### src/rtl/serial_sub_sequencer.sv
// Bit-serial unsigned subtractor: one bit per clock through a registered borrow.
// Optional macro SUB_SATURATE_EN clamps an underflowing result to zero.
module serial_sub_sequencer #(
  parameter int WIDTH = 4
) (
  input  logic             Clk,
  input  logic             Reset,
  input  logic             Start,
  input  logic [WIDTH-1:0] A,
  input  logic [WIDTH-1:0] B,
  output logic             Busy,
  output logic             Done,
  output logic [WIDTH-1:0] Difference,
  output logic             Borrow,
  output logic             Zero
);
  localparam int CW = $clog2(WIDTH);

  typedef enum logic [1:0] {IDLE, RUN, DONE} state_t;

  state_t           state, state_next;
  logic [WIDTH-1:0] a_sh, b_sh, res_sh;
  logic             br;
  logic [CW-1:0]    cnt;

  logic             bit_a, bit_b, d, br_next, last_bit;
  logic [WIDTH-1:0] res_full, final_diff;

  always_comb begin
    bit_a    = a_sh[0];
    bit_b    = b_sh[0];
    d        = bit_a ^ bit_b ^ br;
    br_next  = (~bit_a & bit_b) | (~(bit_a ^ bit_b) & br);
    last_bit = (cnt == CW'(WIDTH - 1));
    res_full = {d, res_sh[WIDTH-1:1]};
`ifdef SUB_SATURATE_EN
    final_diff = br_next ? '0 : res_full;
`else
    final_diff = res_full;
`endif
  end

  always_ff @(posedge Clk or posedge Reset) begin
    if (Reset) state <= IDLE;
    else       state <= state_next;
  end

  always_comb begin
    state_next = state;
    Busy       = 1'b0;
    Done       = 1'b0;
    case (state)
      IDLE: if (Start) state_next = RUN;
      RUN: begin
        Busy = 1'b1;
        if (last_bit) state_next = DONE;
      end
      DONE: begin
        Done       = 1'b1;
        state_next = IDLE;
      end
      default: state_next = IDLE;
    endcase
  end

  // Operands shift right; each new difference bit enters at the MSB so the
  // first-computed bit lands at the LSB after WIDTH steps.
  always_ff @(posedge Clk or posedge Reset) begin
    if (Reset) begin
      a_sh       <= '0;
      b_sh       <= '0;
      res_sh     <= '0;
      br         <= 1'b0;
      cnt        <= '0;
      Difference <= '0;
      Borrow     <= 1'b0;
      Zero       <= 1'b0;
    end else begin
      case (state)
        IDLE: if (Start) begin
          a_sh   <= A;
          b_sh   <= B;
          res_sh <= '0;
          br     <= 1'b0;
          cnt    <= '0;
        end
        RUN: begin
          a_sh   <= a_sh >> 1;
          b_sh   <= b_sh >> 1;
          res_sh <= res_full;
          br     <= br_next;
          cnt    <= cnt + CW'(1);
          if (last_bit) begin
            Difference <= final_diff;
            Borrow     <= br_next;
            Zero       <= (final_diff == '0);
          end
        end
        default: ;
      endcase
    end
  end
endmodule

### config.mk
export PLATFORM = sky130hd
export DESIGN_NAME = serial_sub_sequencer
export DESIGN_NICKNAME = d
export VERILOG_FILES = /design/src/rtl/serial_sub_sequencer.sv
export SDC_FILE = /design/constraint.sdc
export NUM_CORES = 1
export LEC_CHECK = 0
export ABC_AREA = 1
export CORE_AREA = 3 3 48 50
export DETAILED_ROUTE_END_ITERATION = 7
export DIE_AREA = 0 0 51 53
export GPL_TIMING_DRIVEN = 1
export PLACE_DENSITY = 0.74
export SYNTH_ARGS = -nofsm -noshare
export SYNTH_HDL_FRONTEND = slang
export SYNTH_SLANG_ARGS = --single-unit
### constraint.sdc
create_clock -name Clk -period 2.2 [get_ports Clk]
set_clock_uncertainty 0.1 [all_clocks]
set_input_delay 0.33 -clock Clk [delete_from_list [all_inputs] [get_ports Clk]]
set_output_delay 0.33 -clock Clk [all_outputs]
set_load 0.005 [all_outputs]
### Word level (Yosys, flattened, before mapping)

Cells that the tools add are included.

* flip-flop bits (word level): 23
* bits in latches: 0
* RAM bits: 0
* ROM bits: 0
* input bits: 11
* output and inout bits: 8
* logic and storage cells: 43
* memories kept: 0

* $add $sub $neg: 1
* $mul: 0
* div/mod/pow operators: 0
* $lt $le $gt $ge: 0
* equality and inequality tests: 5
* shift-type cells: 0
* muxes and demuxes: 15
* bitwise operators: 7
* reductions and logical operators: 6

Operators with widths (number)
* one-hot mux 4 bit (2 select lines): 3
* 2-to-1 mux 4 bit: 3
* one-hot mux 2 bit (2 select lines): 2
* 2-to-1 mux 2 bit: 3
* AND reduction 2 bit: 3
* equality test 2 bit, second input constant: 2
* logical NOT 4 bit: 1
* inequality test 2 bit, second input constant: 2
* 2-to-1 mux 1 bit: 3
* adder 2 x 1 -> 2 bit, second input constant: 1
* AND 1 bit: 2
* equality test 2 x 1 -> 1 bit, second input constant: 1
* logical NOT 2 bit: 1
* inverter 1 bit: 2
* one-hot mux 1 bit (2 select lines): 1
* nonzero test 2 bit: 1
* bitwise XOR 1 bit: 2
* OR 1 bit: 1

### Depth between registers and ports, before layout

* word-level depth: 5
* depth in mapped cells: 6
* gate-level depth less buffers: 6

### Least setup slack after synthesis

No wires, ideal clock.

* path kind: register -> register
* from: register a_sh[0]
* to: register Zero
* library setup time: 83 ps
* arrival: 1135 ps
* required time: 2017 ps
* slack: 882 ps
* cell stages (with the launch flop): 5
* path buffers: 0
* period minus slack after synthesis: 1318 ps
* cell sequence: dfrtp_1 fa_1 nor2_1 nand2_1 o21ai_0

* word-level cells in the longest chain between the ends: 3

RTL lines
* from (decl): RTL line 22 `logic [WIDTH-1:0] a_sh, b_sh, res_sh;`
* from (signal assigned): RTL line 88 `a_sh <= a_sh >> 1;`
* bitwise XOR 1 bit (2 in a row): RTL line 32 `d = bit_a ^ bit_b ^ br;`
* net d: RTL line 26 `logic bit_a, bit_b, d, br_next, last_bit;`
* logical NOT 4 bit: RTL line 96 `Zero <= (final_diff == '0);`
* to (signal assigned): RTL line 96
* to (decl): RTL line 15 `output logic Zero`

The timed path passes the listed nets, and every way through them passes these cells.
A chain may end at the register's enable or synchronous reset.

### Worst setup path in the final report

* from: register state[0]
* to: output port Busy

* word-level cells in the longest chain between the ends: 2

RTL lines
* from (decl): RTL line 21 `state_t state, state_next;`
* from (signal assigned): RTL line 45 `else state <= state_next;`
* equality test 2 x 1 -> 1 bit: RTL line 52 `case (state)`
* 2-to-1 mux 1 bit: RTL line 52
* to (decl): RTL line 11 `output logic Busy,`

No other way between the ends.

==> metrics.yaml <==
synth_xor_area_share_pct: 0
post-cts-setup-buffers: 0
synthSimpleGateAreaFrac_pct: 24.1
syn_area_sq_um: 1010
place_area_sq_um: 1220
powerDensity_nw_per_um2: 1370
boundaryPins: 19
p_total_mw: 1.72
path_delay_family: "buffers and inverters"
synth_mux_area_share_pct: 0
worstPathRequired_ns: 1.77
final_common_cell: "nand2_1"
grt_max_degree: 23
worst-setup-path-type: "reg2out"
clk_latency_ns: 0.30
slew_violations: 0
yosysUniqueCellTypes: 18
worstSetupPathDepth: 3
max_clock_freq_mhz: 501
core-area_sq_um: 1940
layout_common_cells: "32 x nand2_1, 22 x dfrtp_1, 18 x inv_1, 18 x clkdlybuf4s50_1, 15 x nand3_1"
slew_headroom_pct: 74.6
antenna_found_initial: 0
diodes: 0
ys_seq_elements: 22
drc_errors: 0
dieArea_sq_um: 2700
drt_iter0_drc: 7
final_nets: 152
cts_hold_buf: 0
start_util_pct: 51.9
start_kind: "register"
ys_seq_area_share_pct: 54.6
synth-adder-area-share_pct: 3.23
clock-sinks: 22
final_hold_viol_count: 0
drive_above_1_share_pct: 13.0
fin_crit_ns: 2.00
synth-compound-area-share_pct: 8.68
reg2regPathDepth: 5
wl_per_cell_um: 11.2
critPathMaxFanout: 10
ir_worst_vdd_v: 0.000800
totalWireLength_um: 1840
cts_root_buf: "clkbuf_4"
arrival_ns: 1.57
yosys_warnings: 0
grtUsageTotal_pct: 16.1
status: "completed"
holdCritPathClass: "in2async"
numCtsBuffers: 3
end_kind: "primary output"
synth_top_family_by_area: "simple AND/OR/NAND/NOR gates"
setup-violations-final: 0
clock_path_buffers: 2
num_rows: 16
max_stage_delay_ns: 0.56
grt_overflow: 0
fin_setup_tns_ns: 0
dp_hpwl_um: 1400
period_share_pct: 90.8
fin_area_sq_um: 1260
cp_slowest_cell: "dfrtp_1"
clk_pin_slew_ns: 0.12
vias_per_cell: 4.79
firstDrtPassIters: 5
die_y_um: 53
htreeDepth: 1
cts-resized-gates: 0
rsz0062_at_grt: "no"
area_growth_pct: 24.7
grt_first_pass_wirelength_um: 3190
grt_pass1_vias: 724
max_slew.worst_pin.slew_ns: 0.380
worstPathCellList: "inv_1, nor2_2, clkdlybuf4s50_1"
cp_num_buf_inv: 2
fp.dieW_um: 51
numPortBuffers: 18
cts_tree: "done"
leakage_nw: 0.639
cap_violations: 0
vias: 791
antenna_left: 0
syn_avg_cell_area_sq_um: 8.69
syn-num-nets: 129
syn-instance-count: 116
place_congestion: 0.854
## layer usage
layer | routed length [um] | track usage, % | vias up
met1 | 840 | 21.1 | 359
met2 | 864 | 24.9 | 21
met3 | 105 | 2.54 | 4
met5 | 0 | 0 | -
met4 | 32 | 10.3 | 0
li1 | - | - | 407
## cell type report
type                       instances  area, sq um
clock buffer                       4         36.3
fill                             169          684
inverter                          19         71.3
multi-input combinational         72          363
sequential                        22          551
tap                               27         33.8
timing repair buffer              21          203
## cells by family (layout without fill, tap and decap cells)
| kind of cell | after synthesis | in the layout |
|---|---|---|
| AO/OA/AOI/OAI | 13 | 13 |
| adder cells (fa/ha/maj) | 2 | 2 |
| buffers and inverters | 22 | 44 |
| flip-flops | 22 | 22 |
| AND/OR/NAND/NOR | 57 | 57 |
## worst reg2reg max path, delay by kind of cell (launching register included)
kind / cells / cell delay [ns]
DFF: 1 / 0.56
buffers and inverters: 1 / 0.15
and+or+nand+nor: 4 / 0.58
## power breakdown
| group | switching (mW) | leakage [nW] | total, mW | internal [mW] |
|---|---|---|---|---|
| clock | 0.117 | 0.0210 | 0.218 | 0.101 |
| sequential | 0.121 | 0.279 | 0.701 | 0.580 |
| combinational | 0.436 | 0.339 | 0.802 | 0.367 |
| total | 0.674 | 0.639 | 1.72 | 1.05 |
## flip-flops by register name, summed over array words and instances (netlist names)
signal      count
Difference      4
a_sh            4
b_sh            4
res_sh          3
cnt             2
state           2
Borrow          1
Zero            1
br              1
## through the flow
stage	hold WS, ns	instances	util (%)	setup slack, ns
3_5_place_dp	0.365	161	62.9	0.555
5_1_grt	0.260	165	64.8	0.104
3_3_place_gp	0.362	161	62.9	0.601
4_1_cts	0.246	165	64.8	0.215
2_1_floorplan	0.219	116	-	0.882
6_report	0.242	165	64.8	0.203
## synth_stat cells
cell,number,share of area [%]
o21ai_2,5,4.3
nor2_1,6,2.2
dfrtp_1,22,55
o21ai_0,6,3.0
nand3_1,15,7.4
or2_2,1,0.62
buf_2,1,0.50
nand2_1,32,12
buf_4,1,0.74
nor2_2,1,0.62
a21oi_1,1,0.50
buf_6,1,1.1
a21oi_2,1,0.87
inv_2,1,0.37
fa_1,1,2.0
ha_1,1,1.2
inv_1,18,6.7
nand2_2,2,1.2
## final timing paths
path | start | endpoint | slack [ns]
setup / recovery | state[0] | Busy | 0.20
hold / removal | Reset | a_sh[3] | 0.24
setup reg to reg | state[0] | b_sh[2] | 0.71
hold reg to reg | Difference[3] | Difference[3] | 0.39
max in group asynchronous | Reset | Borrow | 1.54
min in group Clk | Difference[3] | Difference[3] | 0.39
(Power assumes the default switching activity.)
==> patch, RTL diff (same flow settings) <==
Re-encode `state_t` (3 states) as one-hot, 3 bits wide.
--- a/src/rtl/serial_sub_sequencer.sv
+++ b/src/rtl/serial_sub_sequencer.sv
@@ -18,3 +18,3 @@
 
-  typedef enum logic [1:0] {IDLE, RUN, DONE} state_t;
+  typedef enum logic [2:0] {IDLE = 3'b001, RUN = 3'b010, DONE = 3'b100} state_t;
 
Formal check against the unedited RTL: no difference found for any inputs over 10 cycles, from zero or initial values and one cycle with Reset high; not proved beyond that.
==> patch against the unedited design <==
First-iteration DRC count up 100%. Die area unchanged. Power fell by 18%. Area after synthesis is 7.9% higher. Sequential cell count increased by 1. Design area increased by 4.4%. Sequential share of layout area increased by 0.17 points. Wire length up 7.8%. Worst setup slack got worse by 42 ps. Sequential power fell by 2%. Clock power down 16%. Critical path type unchanged. Highest routed layer unchanged.
==> patch: results (changes against the unedited design) <==
Status
  • Status: finished, final reports clean

Logic synthesis
  • Avg Inst Size Synth: 8.57 sq um (-1.4%)
  • Synth top area cells: dfrtp_1, nand2_1, nand3_1
  • Sequential share of the synthesized area: 53.0% (-1.6 points)
  • Syn_nets: 140 (+8.5%)
  • Post-synthesis cell type count: 20 (+2)
  • Synth cell count leaders: nand2_1, dfrtp_1, nand3_1

Detailed routing
  • Iteration-0 DRC Markers: 14 (+7)
  • Metal2 WL: 964 microns (+12%)
  • Total Wirelength: 1990 microns (+7.8%)
  • Met1 Wirelength: 941 microns (+12%)
  • ANT nets after route: 0 (unchanged)
  • Routed vias/inst: 4.88 (+1.8%)
  • DR pass1 iterations: 4 (-1)
  • Met3 WL post-DR: 51 microns (-51%)

Power and ir drop
  • VDD IR-drop max: 761 uV (-4.8%)
  • Cell internal pwr: 0.865 mW (-17%)
  • Share of total power in sequential cells: 48.6% (+7.9 points)
  • LEAKAGE: 0.674 nW (+5.4%)
  • Power share of the clock group: 12.9% (+0.2 points)
  • PwrDens: 1080 nW/um^2 (-21%)

Layout
  • Final nets: 161 (+5.9%)
  • Post-Layout Cell Count: 174 (+5.5%)
  • Fraction of final layout cells with drive strength greater than 1: 9.52% (-3.5 points)

Clock network
  • CTS root buffer: clkbuf_4
  • Clk slew on worst S/H paths: 120 ps (about the same)
  • Post-CTS setup buffer count: 0 (unchanged)
  • Longest Clk Path Bufs: 2 (unchanged)
  • CTS HTree Levels: 1 (unchanged)

Global routing
  • GR Layer Usage met3: 2.82% (+0.28 points)
  • All-layer global routing usage: 16.5% (+0.35 points)
  • Grt met2 use: 27.0% (+2.1 points)
  • Total gr overflow: 0 (unchanged)
  • Met1 Use GR: 22.7% (+1.6 points)
  • First-pass GRT wire length: 3430 microns (+7.4%)
  • Vias in the first global route: 808 (+12%)
  • Largest net degree at the start of global routing: 25 (+8.7%)

Place
  • DP HPWL: 1490 microns (+6.4%)
  • Placement Setup Slack: 491 ps (-63.8 ps)
  • GP Congestion: 0.898 (+5.2%)
  • Placed inst area: 1290 sq um (+5.3%)

Setup path
  • R2R depth: 6 (+1)
  • Crit Reg-Reg Startpoint: state[0]$_DFFE_PP1P_
  • Largest stage delay, worst path: 540 ps (-20 ps)
  • Max FO, Critical Path: 9 (-1)
  • Crit path arrival time: 1610 ps (+40 ps)
  • Flop2flop setup slack: 690 ps (-20 ps)
  • Critical R2R Capture: b_sh[1]$_DFFE_PP0P_
  • Worst setup path startpoint: state[1]$_DFFE_PP0P_

STA
  • Worst setup margin: 161 ps (-42.2 ps)
  • Slew @ Worst Pin: 305 ps (-75.0 ps)
-- patch: cell count changes in the layout (fill, tap and decap cells not counted), sizes merged --
cell   before  now
buf         3    2
nor2        7    3
dfstp       0    1
a21oi       2    0
o21ai      11    1
nand4       0    7
nand3      15   16
inv        19   12
nor3        0    1
nand2      34   57
-- patch: worst min-delay path: cells and delay by family --
kind | cells | cell delay, ps
buffers and inverters | 3 | 730
-- patch: through the flow --
step                util, %  hold WS, ps
floorplan                 -          231
global placement       66.2          357
detailed placement     66.2          360
CTS                    67.6          265
global route           67.6          280
finish                 67.6          262
-- patch: layout make-up --
cell class                      count  area [sq um]
Multi-Input combinational cell     88           435
Sequential cell                    23           577
Clock buffer                        4          26.3
Tap cell                           27          33.8
Fill cell                         185           629
Timing Repair Buffer               20           195
Inverter                           12          45.0
-- patch: cells by family after synthesis --
logic type / count (synthesis) / synth area share [%]
fa+ha+maj: 2 / 2.99
buf+inv: 16 / 7.01
simple gates: 85 / 36.6
compound gates: 1 / 0.459
flops: 23 / 53.0
